===== config.mk =====
export PLATFORM = sky130hd
export DESIGN_NAME = barrel_shifter_16_bit
export DESIGN_NICKNAME = d
export VERILOG_FILES = /design/src/rtl/barrel_shifter_16_bit.sv
export SDC_FILE = /design/constraint.sdc
export NUM_CORES = 1
export LEC_CHECK = 0
export CAP_MARGIN = 20
export CORE_ASPECT_RATIO = 1.4
export CORE_UTILIZATION = 45
export CTS_CLUSTER_DIAMETER = 200
export DETAILED_ROUTE_END_ITERATION = 12
export SETUP_SLACK_MARGIN = 0.1
export SYNTH_ARGS = -nofsm -noshare
export SYNTH_HDL_FRONTEND = slang
export SYNTH_SLANG_ARGS = --single-unit
export TNS_END_PERCENT = 100

===== constraint.sdc =====
create_clock -name Clock_In -period 1.9 [get_ports Clock_In]
set_input_delay 0.19 -clock Clock_In [delete_from_list [all_inputs] [get_ports Clock_In]]
set_output_delay 0.19 -clock Clock_In [all_outputs]
set_load 0.05 [all_outputs]

===== src/rtl/barrel_shifter_16_bit.sv =====
// 16-bit shift/rotate unit with a log-structured mux datapath; latency is one enabled Clock_In edge.
// No backpressure: Enable_In=0 holds the registered result, and Reset_In clears it asynchronously.
module barrel_shifter_16_bit (
  input  logic        Clock_In,
  input  logic        Reset_In,
  input  logic        Enable_In,
  input  logic [2:0]  Shifter_Mode_In,
  input  logic [3:0]  Shift_Bits_Length_In,
  input  logic        Carry_In,
  input  logic [15:0] Data_In,
  output logic [15:0] Shifted_Data_Out,
  output logic        Carry_Out
);

  typedef enum logic [2:0] {
    MODE_LSL = 3'd0,
    MODE_LSR = 3'd1,
    MODE_ASL = 3'd2,
    MODE_ASR = 3'd3,
    MODE_ROL = 3'd4,
    MODE_ROR = 3'd5,
    MODE_RCL = 3'd6,
    MODE_RCR = 3'd7
  } shift_mode_e;

  logic [16:0] left_v;
  logic [16:0] right_v;
  logic [15:0] rot_v;
  logic [16:0] rc_v;
  logic [15:0] next_dat;
  logic        next_carry;
  shift_mode_e mode;

  assign mode = shift_mode_e'(Shifter_Mode_In);

  // The carry rides along as a 17th bit, so bit 16 (left) or bit 0 (right)
  // ends up holding the last bit shifted out, or Carry_In when n=0.
  always_comb begin
    left_v  = {Carry_In, Data_In};
    right_v = {Data_In, Carry_In};
    rot_v   = Data_In;
    rc_v    = {Carry_In, Data_In};
    for (int k = 0; k < 4; k++) begin
      if (Shift_Bits_Length_In[k]) begin
        left_v = left_v << (1 << k);
        if (mode == MODE_ASR)
          right_v = 17'($signed(right_v) >>> (1 << k));
        else
          right_v = right_v >> (1 << k);
        if (mode == MODE_ROL)
          rot_v = (rot_v << (1 << k)) | (rot_v >> (16 - (1 << k)));
        else
          rot_v = (rot_v >> (1 << k)) | (rot_v << (16 - (1 << k)));
        if (mode == MODE_RCL)
          rc_v = (rc_v << (1 << k)) | (rc_v >> (17 - (1 << k)));
        else
          rc_v = (rc_v >> (1 << k)) | (rc_v << (17 - (1 << k)));
      end
    end
  end

  always_comb begin
    next_dat   = Data_In;
    next_carry = Carry_In;
    case (mode)
      MODE_LSL, MODE_ASL: begin
        next_dat   = left_v[15:0];
        next_carry = left_v[16];
      end
      MODE_LSR, MODE_ASR: begin
        next_dat   = right_v[16:1];
        next_carry = right_v[0];
      end
      MODE_ROL: begin
        next_dat   = rot_v;
        next_carry = (Shift_Bits_Length_In == 4'd0) ? Carry_In : rot_v[0];
      end
      MODE_ROR: begin
        next_dat   = rot_v;
        next_carry = (Shift_Bits_Length_In == 4'd0) ? Carry_In : rot_v[15];
      end
      MODE_RCL, MODE_RCR: begin
        next_dat   = rc_v[15:0];
        next_carry = rc_v[16];
      end
      default: begin
        next_dat   = Data_In;
        next_carry = Carry_In;
      end
    endcase
  end

  always_ff @(posedge Clock_In or negedge Reset_In) begin
    if (!Reset_In) begin
      Shifted_Data_Out <= 16'h0000;
      Carry_Out        <= 1'b0;
    end else if (Enable_In) begin
      Shifted_Data_Out <= next_dat;
      Carry_Out        <= next_carry;
    end
  end

endmodule


==> results of run 1 <==
==> metrics by stage <==
step	TNS (ns)	util	setup slack, ns	instances	hold WS [ns]
4_1_cts	-1.25	0.769	-0.146	1443	0.280
3_5_place_dp	-16.68	0.683	-1.15	1396	0.510
3_3_place_gp	-15.96	0.683	-1.14	1396	0.495
2_1_floorplan	-1.08	-	-0.187	941	-0.106
==> logic make-up after synthesis <==
logic type | Yosys count | share of synthesized area
AND/OR/NAND/NOR | 356 | 0.280
AO/OA/AOI/OAI | 339 | 0.380
buffers and inverters | 147 | 0.0993
multiplexers | 81 | 0.173
flip-flops | 17 | 0.0661
XOR/XNOR | 1 | 0.00136
==> what timing repair did <==
action / CTS
buffers inserted: 34
cloned: 9
gates resized for setup: 240
endpoints found under the setup margin: 17
pin swaps: 98
hold buffers: 0
==> routing by layer <==
layer / overflow / track usage
met5: 0 / 0.0733
met4: 1 / 0.623
met3: 0 / 0.329
met2: 0 / 0.856
met1: 0 / 0.674
==> results.md, run 1 <==
* GRT Overall Usage at 0.631
* Netlist cell types at 83
* Syn Nets at 968
* Register area share after synthesis at 0.0661
* Vias in the first global route at 11374
* Commonest cells post-synth: nor2_1 (96), nand2_1 (94), clkbuf_1 (67)
* FFs w/ async S/R, synth at 1.00
* Halt Reason: [ERROR GRT-0116] Global routing finished with congestion. Check the congestion regions in the DRC Viewer.
* Synthesized flop and latch total at 17
* First-pass GRT wire length at 68.8 mm
* Clock buffer count from CTS at 3
* Routability-driven placement congestion ratio at 1.08
* Top_reg_cell synth: dfrtp_1
* Ys Warns at 0
* Clk buf depth at 2
* HPWL Detailed at 30.0 mm
* Largest area contributor in the netlist: mux4_2
* Pin count of the biggest net entering global routing at 44
* Clk sink count at 17
* Grt ovf at 1
* Port buffer count at 43
* I/O pin cnt at 44
* Die height at 144 µm
* Top cell type's share of synthesized area at 0.0805
* DP Area at 9500 µm²
* Die Width at 103 µm
* FP Rows at 51
* Synth top area cells: mux4_2 (8.0%), mux2i_1 (7.2%), dfrtp_1 (6.6%)
* Average size of a mapped cell at 6.84 µm²
* Initial Util at 0.463
* Synthesized area at 6440 µm²
* Most common cell in the netlist: nor2_1
* Post-Synthesis Cells at 941
* H-Tree Depth at 1
* Halt Stage: global routing
* Number of synthesized flops with an enable pin at 0
* Status: aborted with a tool error
* CTS root buf: clkbuf_16
==> inputs of run 2 (changes only) <==
CORE_ASPECT_RATIO = unset   (was 1.4)
CORE_UTILIZATION = 30   (was 45)
CTS_CLUSTER_DIAMETER = unset   (was 200)
PLACE_DENSITY_LB_ADDON = 0.15   (was unset)
SETUP_SLACK_MARGIN = unset   (was 0.1)
==> run 2 against run 1 <==
  * The flow now finishes, with violations (setup timing)
  * Area after synthesis unchanged
  * Synthesized cell count unchanged
==> results.md, run 2 <==
* Die Width at 148 µm (+44%)
* Mux share of post-synthesis cell area at 0.173 (unchanged)
* DP Area at 9820 µm² (+3.4%)
* Synthesized area at 6440 µm² (unchanged)
* Worst-margin pin slew at 0.538 ns
* Clock Latency Late Sink at 0.26 ns
* CTS root buf: clkbuf_16
* Die area at 22000 µm²
* First-pass GRT wire length at 63.5 mm
* Power Density at 384 nW/µm²
* Clk buf depth at 2 (unchanged)
* Routed WL at 43.2 mm
* Grt ovf at 0
* Critical Path Start: Shifter_Mode_In[2]
* HPWL Detailed at 33.1 mm (+10%)
* Post-route ant nets at 0
* Main combinational cell family by area after synthesis: compound AO/OA/AOI/OAI gates
* Largest Register: Shifted_Data_Out
* Layout Cells excl Fill at 1562
* Pin count of the biggest net entering global routing at 39
* Syn Nets at 968 (unchanged)
* Number of remaining DRC errors at 0
* Final setup vio count at 17
* Power Total at 4.54 mW
* Drt pass-1 iters at 6
* Minimum clock period at 2.26 ns
* Netlist cell types at 83 (unchanged)
* Setup tns final at -3.96 ns
* Compound-gate portion of the synthesized area at 0.380 (unchanged)
* Peak supply drop at 0.314 mV
* Ys Warns at 0 (unchanged)
* Min-delay worst type: in2async
* Average size of a mapped cell at 6.84 µm² (unchanged)
* Top cell type's share of synthesized area at 0.0805 (unchanged)
* Number of synthesized flops with an enable pin at 0 (unchanged)
* Top flop regs: Shifted_Data_Out (16), Carry_Out (1)
* First DRT Iteration DRCs at 1170
* FILL cells at 1904
* Simple-gate portion of the synthesized area at 0.280 (unchanged)
* Leading cell type in the layout, fill and taps excluded: buf_4
* Worst r2r src: Shifted_Data_Out[5]$_DFFE_PN0P_
* Routability-driven placement congestion ratio at 1.03 (-5.4%)
* Clock transition at path regs at 0.06 ns
* Placed cells at 1506 (+7.9%)
* Register area share after synthesis at 0.0661 (unchanged)
* Via/cell ratio at 6.43
* Die height at 148 µm (+3.5%)
* CP endpoint kind: flip-flop
* Post-layout util at 0.562
* Clock buffer count from CTS at 3 (unchanged)
* Fmax achieved at 443 MHz
* DR WL/cell at 27.7 µm
* Max cap viols at 0
* Max FFs per register at 16
* TritonCTS clock tree: yes
* Internal reg-to-reg setup slack at 0.82 ns
* Core region area at 21000 µm²
* Clk sink count at 17 (unchanged)
* Xor/xnor share of the synthesized area at 0.00136 (unchanged)
* Largest area contributor in the netlist: mux4_2
* Status: finished, violations left
* Final slew viol count at 0
* Commonest cells post-synth: nor2_1 (96), nand2_1 (94), clkbuf_1 (67)
* CP Data Required Time at 2.08 ns
* Critical path launch point type: input port
* FP Rows at 53 (+3.9%)
* Setup ws final at -0.358 ns
* Antenna violations before repair at 2
* R2r worst-path depth at 4
* Most frequent cells in the layout: buf_4 (343), nor2_1 (83), nand2_1 (83), buf_6 (48)
* Worst relative slew slack at 0.636
* Reg2reg end: Shifted_Data_Out[5]$_DFFE_PN0P_
* CP Max Fanout at 5
* Synth top area cells: mux4_2 (8.0%), mux2i_1 (7.2%), dfrtp_1 (6.6%)
* FFs w/ async S/R, synth at 1.00 (unchanged)
* Nets@finish at 1315
* Vias post-DR at 10051
* I/O pin cnt at 44 (unchanged)
* Failing checks: setup timing
* Layout cell share with drive strength beyond 1 at 0.528
* Synth Area in Adders at 0 (unchanged)
* Vias in the first global route at 9810
* Critical Path AT at 2.44 ns
* Antenna Cells at 0
* Final Hold Viols at 0
* Worst-case clock skew at 0 ns
* Most common cell in the netlist: nor2_1
* Final period utilization at 1.19
* Dpl ws at -1.09 ns (+0.0683 ns)
* Post-Synthesis Cells at 941 (unchanged)
* Fin area at 11800 µm²
* Lkg Pwr at 4.86 nW
* Top_reg_cell synth: dfrtp_1
* Area grow syn2layout at 83.6%
* Port buffer count at 43 (unchanged)
* GRT Overall Usage at 0.387
* WHS at 0.281 ns
* H-Tree Depth at 1 (unchanged)
* RSZ-0062 raised after global routing: yes
* Synthesized flop and latch total at 17 (unchanged)
* Type of the worst setup path: in2reg
* Initial Util at 0.306 (-0.157)
-- run 2: cell counts after synthesis --
Identical to the previous run, type by type.
-- run 2: cell families (layout without fill, tap and decap cells) --
logic type | Yosys count | count (layout)
compound gates | 339 | 339
xor+xnor | 1 | 1
buf+inv | 147 | 493
flops | 17 | 17
mux | 81 | 81
simple gates | 356 | 356
-- run 2: worst max-delay path by stage --
stage	endpoint	slack, ns	cells past startpoint
2_1_floorplan	Carry_Out$_DFFE_PN0P_	-0.19	8
3_3_place_gp	Shifted_Data_Out[3]$_DFFE_PN0P_	-1.06	11
3_5_place_dp	Shifted_Data_Out[3]$_DFFE_PN0P_	-1.09	11
4_1_cts	Shifted_Data_Out[11]$_DFFE_PN0P_	-0.39	12
5_1_grt	Carry_Out$_DFFE_PN0P_	-0.37	11
6_report	Carry_Out$_DFFE_PN0P_	-0.36	11
-- run 2: cell type report --
class	count	area (µm²)	area share
tap	275	344	0.0291
sequential	17	425	0.0360
clock buffer	3	75.1	0.00635
timing repair buffer	468	4270	0.361
clock inverter	1	5.00	0.000424
inverter	21	78.8	0.00667
multi-input combinational	777	6620	0.560
-- run 2: metal layers --
| metal | share of wire | vias up | GRT usage |
|---|---|---|---|
| met5 | 0.00030 | - | 0 |
| met4 | 0.058 | 2 | 0.166 |
| met3 | 0.10 | 155 | 0.0782 |
| met2 | 0.44 | 634 | 0.622 |
| met1 | 0.39 | 4904 | 0.500 |
| li1 | - | 4356 | - |
-- run 2: repair_timing --
item / in CTS / in global routing
setup endpoints to repair: 17 / 17
hold buffers: 0 / 0
gates cloned: 6 / 1
setup buffers: 33 / 22
gates resized for setup: 203 / 171
hold endpoints to repair: 0 / 0
pin swaps: 94 / 88
-- run 2: critical path, stage by stage --
cell and delay, ns:
buf_8 0.10, or3b_4 0.30, buf_6 0.13, buf_12 0.11, buf_16 0.11, a21oi_2 0.05
mux4_2 0.51, a2bb2o_4 0.24, a31o_1 0.21, or3_1 0.31, a31oi_1 0.17
-- run 2: report_power, final --
part	switching, mW	internal [mW]
Clock	0.182	0.283
Sequential	0.0463	0.419
Combinational	1.97	1.64
Total	2.20	2.34
No activity file was read; power rests on OpenSTA's default activity.
==> inputs of run 3 (changes only) <==
CELL_PAD_IN_SITES_DETAIL_PLACEMENT = 1   (was unset)
CELL_PAD_IN_SITES_GLOBAL_PLACEMENT = 1   (was unset)
CORE_UTILIZATION = 45   (was 30)
DONT_BUFFER_PORTS = 1   (was unset)
==> run 3 against run 2 <==
  * The flow still finishes with violations (setup timing)
  * Largest cell class unchanged
  * Final cell count is 24% lower
  * Setup slack better by 0.037 ns
  * Critical endpoint is now Shifted_Data_Out[3]$_DFFE_PN0P_
  * Design area is 31% lower
  * Highest routed layer unchanged
==> results.md, run 3 (synthesized netlist as in run 2, its figures left out) <==
* Status: finished, violations left
* Failing checks: setup timing
* Minimum clock period at 2.22 ns (-0.0371 ns)
* Via/cell ratio at 8.07 (+25%)
* TritonCTS clock tree: yes
* Type of the worst setup path: in2reg
* CP Data Required Time at 2.02 ns (-0.06 ns)
* Port buffer count at 0 (-100%)
* Final period utilization at 1.17 (-0.0195)
* Worst path most repeated cell: a31oi_1
* Clk buf depth at 2 (unchanged)
* Area grow syn2layout at 26.5%
* RSZ-0062 raised after global routing: yes
* Die height at 122 µm (-18%)
* Initial Util at 0.462 (+0.156)
* Peak supply drop at 0.362 mV (+15%)
* Critical path launch point type: input port
* Vias in the first global route at 9030 (-8.0%)
* CP max stage cell: mux4_2
* Setup ws final at -0.321 ns (+0.0371 ns)
* Met2 Use GR at 0.771 (+0.149)
* Vias post-DR at 9573 (-4.8%)
* Pin count of the biggest net entering global routing at 127 (+230%)
* Lkg Pwr at 3.14 nW (-35%)
* Antenna Cells at 0 (unchanged)
* Layout cell share with drive strength beyond 1 at 0.316 (-0.211)
* CP endpoint kind: flip-flop
* I/O pin cnt at 44 (unchanged)
* Max cap viols at 0 (unchanged)
* Routability-driven placement congestion ratio at 1.01 (-1.3%)
* Final slew viol count at 0 (unchanged)
* Worst relative slew slack at 0.374 (-0.261)
* Clock buffer count from CTS at 3 (unchanged)
* Clock Latency Late Sink at 0.26 ns (about the same)
* DR WL/cell at 34.4 µm (+24%)
* Die area at 14800 µm² (-33%)
* First-pass GRT wire length at 57.3 mm (-9.7%)
* Met3 Track Usage GR at 0.164 (+0.0861)
* Drt pass-1 iters at 6 (unchanged)
* Worst r2r src: Shifted_Data_Out[11]$_DFFE_PN0P_
* Internal reg-to-reg setup slack at 0.64 ns (-0.18 ns)
* R2r worst-path depth at 3 (-1)
* Final setup vio count at 17 (unchanged)
* Top flop regs: Shifted_Data_Out (16), Carry_Out (1)
* Clk sink count at 17 (unchanged)
* Dpl ws at -0.496 ns (+0.590 ns)
* Clock transition at path regs at 0.06 ns (about the same)
* Antenna violations before repair at 2 (unchanged)
* Most frequent cells in the layout: buf_4 (171), nor2_1 (93), nand2_1 (91), mux2i_1 (44)
* Largest Register: Shifted_Data_Out
* Number of remaining DRC errors at 0 (unchanged)
* CTS root buf: clkbuf_16
* Met1 usage at 0.663 (+0.162)
* Leading cell type in the layout, fill and taps excluded: buf_4
* Worst-case clock skew at 0 ns (unchanged)
* HPWL Detailed at 27.4 mm (-17%)
* Cell Chain, Critical Path: mux4_2 -> nor2_1 -> nor3_1 -> a31oi_1 -> nand3_1 -> a211oi_1 -> buf_4 -> a31oi_1
* Post-route ant nets at 0 (unchanged)
* Max FFs per register at 16 (unchanged)
* Min-delay worst type: in2reg
* GRT Overall Usage at 0.524 (+0.137)
* CP Max Fanout at 126 (+121)
* Critical Path AT at 2.34 ns (-0.10 ns)
* Worst-margin pin slew at 0.935 ns (+0.397 ns)
* Power Density at 402 nW/µm² (+4.7%)
* Final Hold Viols at 0 (unchanged)
* Setup tns final at -2.57 ns (+1.39 ns)
* CP max stage delay at 0.56 ns (+0.05 ns)
* Fmax achieved at 450 MHz (+1.7%)
* Reg2reg end: Shifted_Data_Out[11]$_DFFE_PN0P_
* Min-Delay Endpoint: Shifted_Data_Out[15]$_DFFE_PN0P_
* Grt ovf at 0 (unchanged)
* Gr busiest metal: met2
* Routed WL at 40.8 mm (-5.6%)
* FILL cells at 1755 (-7.8%)
* First DRT Iteration DRCs at 1490 (+27%)
* Nets@finish at 1034 (-21%)
* H-Tree Depth at 1 (unchanged)
* Die Width at 122 µm (-18%)
* Hold_sp: Enable_In
* FP Rows at 43 (-19%)
* Worst hold path depth at 1
* Core region area at 13900 µm² (-34%)
run 3: cell types whose count changed in the layout (fill, tap and decap cells not counted), moves of 8 or more:
cell / change
clkdlybuf4s50_1: -19
nand2_1: +8
mux2i_1: +9
clkbuf_2: -8
buf_6: -41
buf_12: -22
buf_4: -172
nor2_1: +10
run 3: cell type report:
class | count | area, µm² | share of cell area
multi-input cells | 778 | 5830 | 0.716
repair buffers | 186 | 1500 | 0.184
flip-flops and latches | 17 | 425 | 0.0523
well taps | 180 | 225 | 0.0277
clock buffers | 4 | 78.8 | 0.00968
inverters | 21 | 78.8 | 0.00968
run 3: timing repair:
item,in CTS,in global routing
resized for setup,18,69
hold buffers,1,0
cloned,1,1
setup endpoints to repair,15,17
hold endpoints to repair,17,0
buffers inserted,2,3
pin swaps,7,22
run 3: report_power, final:
group          total, mW  switching [mW]  internal [mW]
sequential         0.585           0.168          0.416
clock              0.459           0.173          0.287
combinational       2.23            1.28          0.953
total               3.27            1.62           1.66
run 3: per-layer routing:
metal | up-vias | part of all wire
met3 | 278 | 0.15
met4 | 2 | 0.087
met5 | - | 0.00032
met1 | 4605 | 0.35
li1 | 3790 | -
met2 | 898 | 0.41
run 3: worst max-delay path: cells and delay by family:
kind / cells / cell delay [ns]
AOI/OAI and AO/OA: 3 / 0.57
muxes: 1 / 0.56
buffers and inverters: 1 / 0.18
and+or+nand+nor: 3 / 0.76
run 3: worst max path at each step:
stage | from | endpoint | slack [ns] | depth (start not counted)
2_1_floorplan | Shifter_Mode_In[0] | Carry_Out$_DFFE_PN0P_ | -0.19 | 8
3_3_place_gp | Shifter_Mode_In[1] | Shifted_Data_Out[8]$_DFFE_PN0P_ | -0.44 | 8
3_5_place_dp | Shifter_Mode_In[0] | Shifted_Data_Out[9]$_DFFE_PN0P_ | -0.50 | 9
4_1_cts | Shifter_Mode_In[0] | Shifted_Data_Out[8]$_DFFE_PN0P_ | -0.04 | 8
5_1_grt | Shifter_Mode_In[1] | Shifted_Data_Out[10]$_DFFE_PN0P_ | -0.36 | 9
6_report | Shift_Bits_Length_In[0] | Shifted_Data_Out[3]$_DFFE_PN0P_ | -0.32 | 8
run 3: per-stage QoR:
| stage | util | area (µm²) | std cells | power, mW | hold slack [ns] |
|---|---|---|---|---|---|
| finish | 0.584 | 8140 | 1186 | 3.27 | 0.0563 |
| CTS | 0.556 | 7750 | 1181 | 3.01 | 0.0587 |
| floorplan | - | 6640 | 941 | 1.93 | -0.106 |
| global placement | 0.544 | 7570 | 1173 | 2.46 | -0.105 |
| detailed placement | 0.544 | 7570 | 1173 | 2.52 | -0.105 |
| global route | 0.584 | 8140 | 1186 | 3.33 | 0.0685 |
==> inputs of run 4 (changes only) <==
GPL_ROUTABILITY_DRIVEN = 0   (was unset)
==> run 4 against run 3 <==
  * Hold slack improved by 0.00051 ns
  * Final cell count increased by 0.17%
  * Via count increased by 1.3%
  * The run still ends with setup timing left
  * Sequential share of layout area decreased by 0.083 points
  * Utilization increased by 0.94 points
  * Non-clock buffer count increased by 2
  * Largest cell class unchanged
  * Design area increased by 1.6%
==> results.md, run 4 (synthesized netlist as in run 2, its figures left out) <==
* Worst-margin pin slew at 1.03 ns (+0.0900 ns)
* Die Width at 122 µm (unchanged)
* Top flop regs: Shifted_Data_Out (16), Carry_Out (1)
* Routed WL at 39.8 mm (-2.3%)
* CP Max Fanout at 39 (-69%)
* Power Density at 400 nW/µm² (-0.60%)
* Final slew viol count at 0 (unchanged)
* Clock transition at path regs at 0.05 ns (about the same)
* Min-delay worst type: in2reg
* Final setup vio count at 17 (unchanged)
* Antenna Cells at 0 (unchanged)
* Most frequent cells in the layout: buf_4 (174), nor2_1 (92), nand2_1 (91), mux2i_1 (44), a21oi_1 (43)
* Die height at 122 µm (unchanged)
* Drt pass-1 iters at 6 (unchanged)
* First DRT Iteration DRCs at 1902 (+28%)
* Post-route ant nets at 0 (unchanged)
* Setup ws final at -0.520 ns (-0.200 ns)
* DP Area at 7520 µm² (-0.76%)
* H-Tree Depth at 1 (unchanged)
* Peak supply drop at 0.306 mV (-15%)
* Dpl ws at -0.475 ns (+0.0213 ns)
* Worst-case clock skew at 0 ns (unchanged)
* Minimum clock period at 2.42 ns (+0.200 ns)
* Clk sink count at 17 (unchanged)
* FP Rows at 43 (unchanged)
* First-pass GRT wire length at 55.4 mm (-3.3%)
* Clock buffer count from CTS at 3 (unchanged)
* Lkg Pwr at 3.16 nW (+0.42%)
* Setup tns final at -2.65 ns (-0.0862 ns)
* Vias in the first global route at 9174 (+1.6%)
* RSZ-0062 raised after global routing: yes
* Critical path launch point type: input port
* Via/cell ratio at 8.17 (+1.2%)
* FILL cells at 1724 (-1.8%)
* HPWL Detailed at 26.0 mm (-5.0%)
* CTS root buf: clkbuf_16
* Failing checks: setup timing
* Grt ovf at 0 (unchanged)
* Largest Register: Shifted_Data_Out
* Worst r2r src: Shifted_Data_Out[11]$_DFFE_PN0P_
* Status: finished, violations left
* I/O pin cnt at 44 (unchanged)
* Worst relative slew slack at 0.311 (-0.0632)
* TritonCTS clock tree: yes
* Max cap viols at 0 (unchanged)
* Area grow syn2layout at 28.5%
* Critical Path AT at 2.59 ns (+0.25 ns)
* CP Data Required Time at 2.07 ns (+0.05 ns)
* CP endpoint kind: flip-flop
* Leading cell type in the layout, fill and taps excluded: buf_4
* WHS at 0.0568 ns (+0.000508 ns)
* Initial Util at 0.462 (unchanged)
* Pin count of the biggest net entering global routing at 127 (unchanged)
* Nets@finish at 1036 (+0.19%)
* Fmax achieved at 413 MHz (-8.2%)
* Core region area at 13900 µm² (unchanged)
* Type of the worst setup path: in2reg
* Clk buf depth at 2 (unchanged)
* DR WL/cell at 33.5 µm (-2.5%)
* Max FFs per register at 16 (unchanged)
* Fin area at 8270 µm² (+1.6%)
* Number of remaining DRC errors at 0 (unchanged)
* Die area at 14800 µm² (unchanged)
* Antenna violations before repair at 0 (-2)
* Vias post-DR at 9702 (+1.3%)
* Clock Latency Late Sink at 0.25 ns (about the same)
* Layout cell share with drive strength beyond 1 at 0.325 (+0.00929)
* Port buffer count at 0 (unchanged)
* Critical Path Start: Shifter_Mode_In[2]
* Final period utilization at 1.27 (+0.105)
* GRT Overall Usage at 0.498 (-0.0265)
* Hold_sp: Enable_In
* Final Hold Viols at 0 (unchanged)
run 4: path summary, 6_finish.rpt:
path                                                     to  slack, ns  cells after the start
min                        Shifted_Data_Out[15]$_DFFE_PN0P_       0.06                      1
max reg2reg                Shifted_Data_Out[11]$_DFFE_PN0P_       0.63                      3
max                         Shifted_Data_Out[4]$_DFFE_PN0P_      -0.52                     10
max in group asynchronous   Shifted_Data_Out[8]$_DFFE_PN0P_       0.91                      1
min in group asynchronous   Shifted_Data_Out[1]$_DFFE_PN0P_       0.48                      1
min reg2reg                 Shifted_Data_Out[3]$_DFFE_PN0P_       0.56                      2
run 4: where the power goes:
group	switching, mW	internal, mW
registers	0.170	0.417
logic	1.30	0.981
clock network	0.155	0.282
total	1.63	1.68
run 4: layout make-up:
type                       instances  area (µm²)  share of cell area
multi-input combinational        778        5960               0.720
inverter                          21        78.8             0.00953
timing repair buffer             188        1510               0.182
sequential                        17         425              0.0514
tap                              180         225              0.0272
clock buffer                       3        75.1             0.00907
clock inverter                     1        5.00            0.000605
run 4: critical path, cell delays in order:
cell	delay, ns
or3b_4	0.28
buf_4	0.15
buf_4	0.18
a211oi_2	0.08
o21bai_1	0.28
a2bb2oi_1	0.12
buf_4	0.16
nor3_1	0.78
nor3_1	0.14
a31oi_1	0.23
run 4: stage by stage:
step	total power, mW	std cells	utilization
2_1_floorplan	1.93	941	-
3_3_place_gp	2.40	1167	0.539
3_5_place_dp	2.46	1167	0.539
4_1_cts	2.99	1182	0.562
5_1_grt	3.36	1188	0.594
6_report	3.31	1188	0.594
run 4: timing repair:
action	4_1_cts	5_1_grt
endpoints found under the hold margin	17	0
setup buffers	9	7
pin swaps	17	37
gates cloned	1	1
endpoints found under the setup margin	16	17
gates resized for setup	39	66
hold buffers	1	0
run 4: per-layer routing:
metal | vias up | part of all wire | global-route usage
met4 | 0 | 0.089 | 0.325
met5 | - | 0 | 0
met1 | 4680 | 0.35 | 0.610
met2 | 934 | 0.42 | 0.757
li1 | 3792 | - | -
met3 | 296 | 0.14 | 0.145
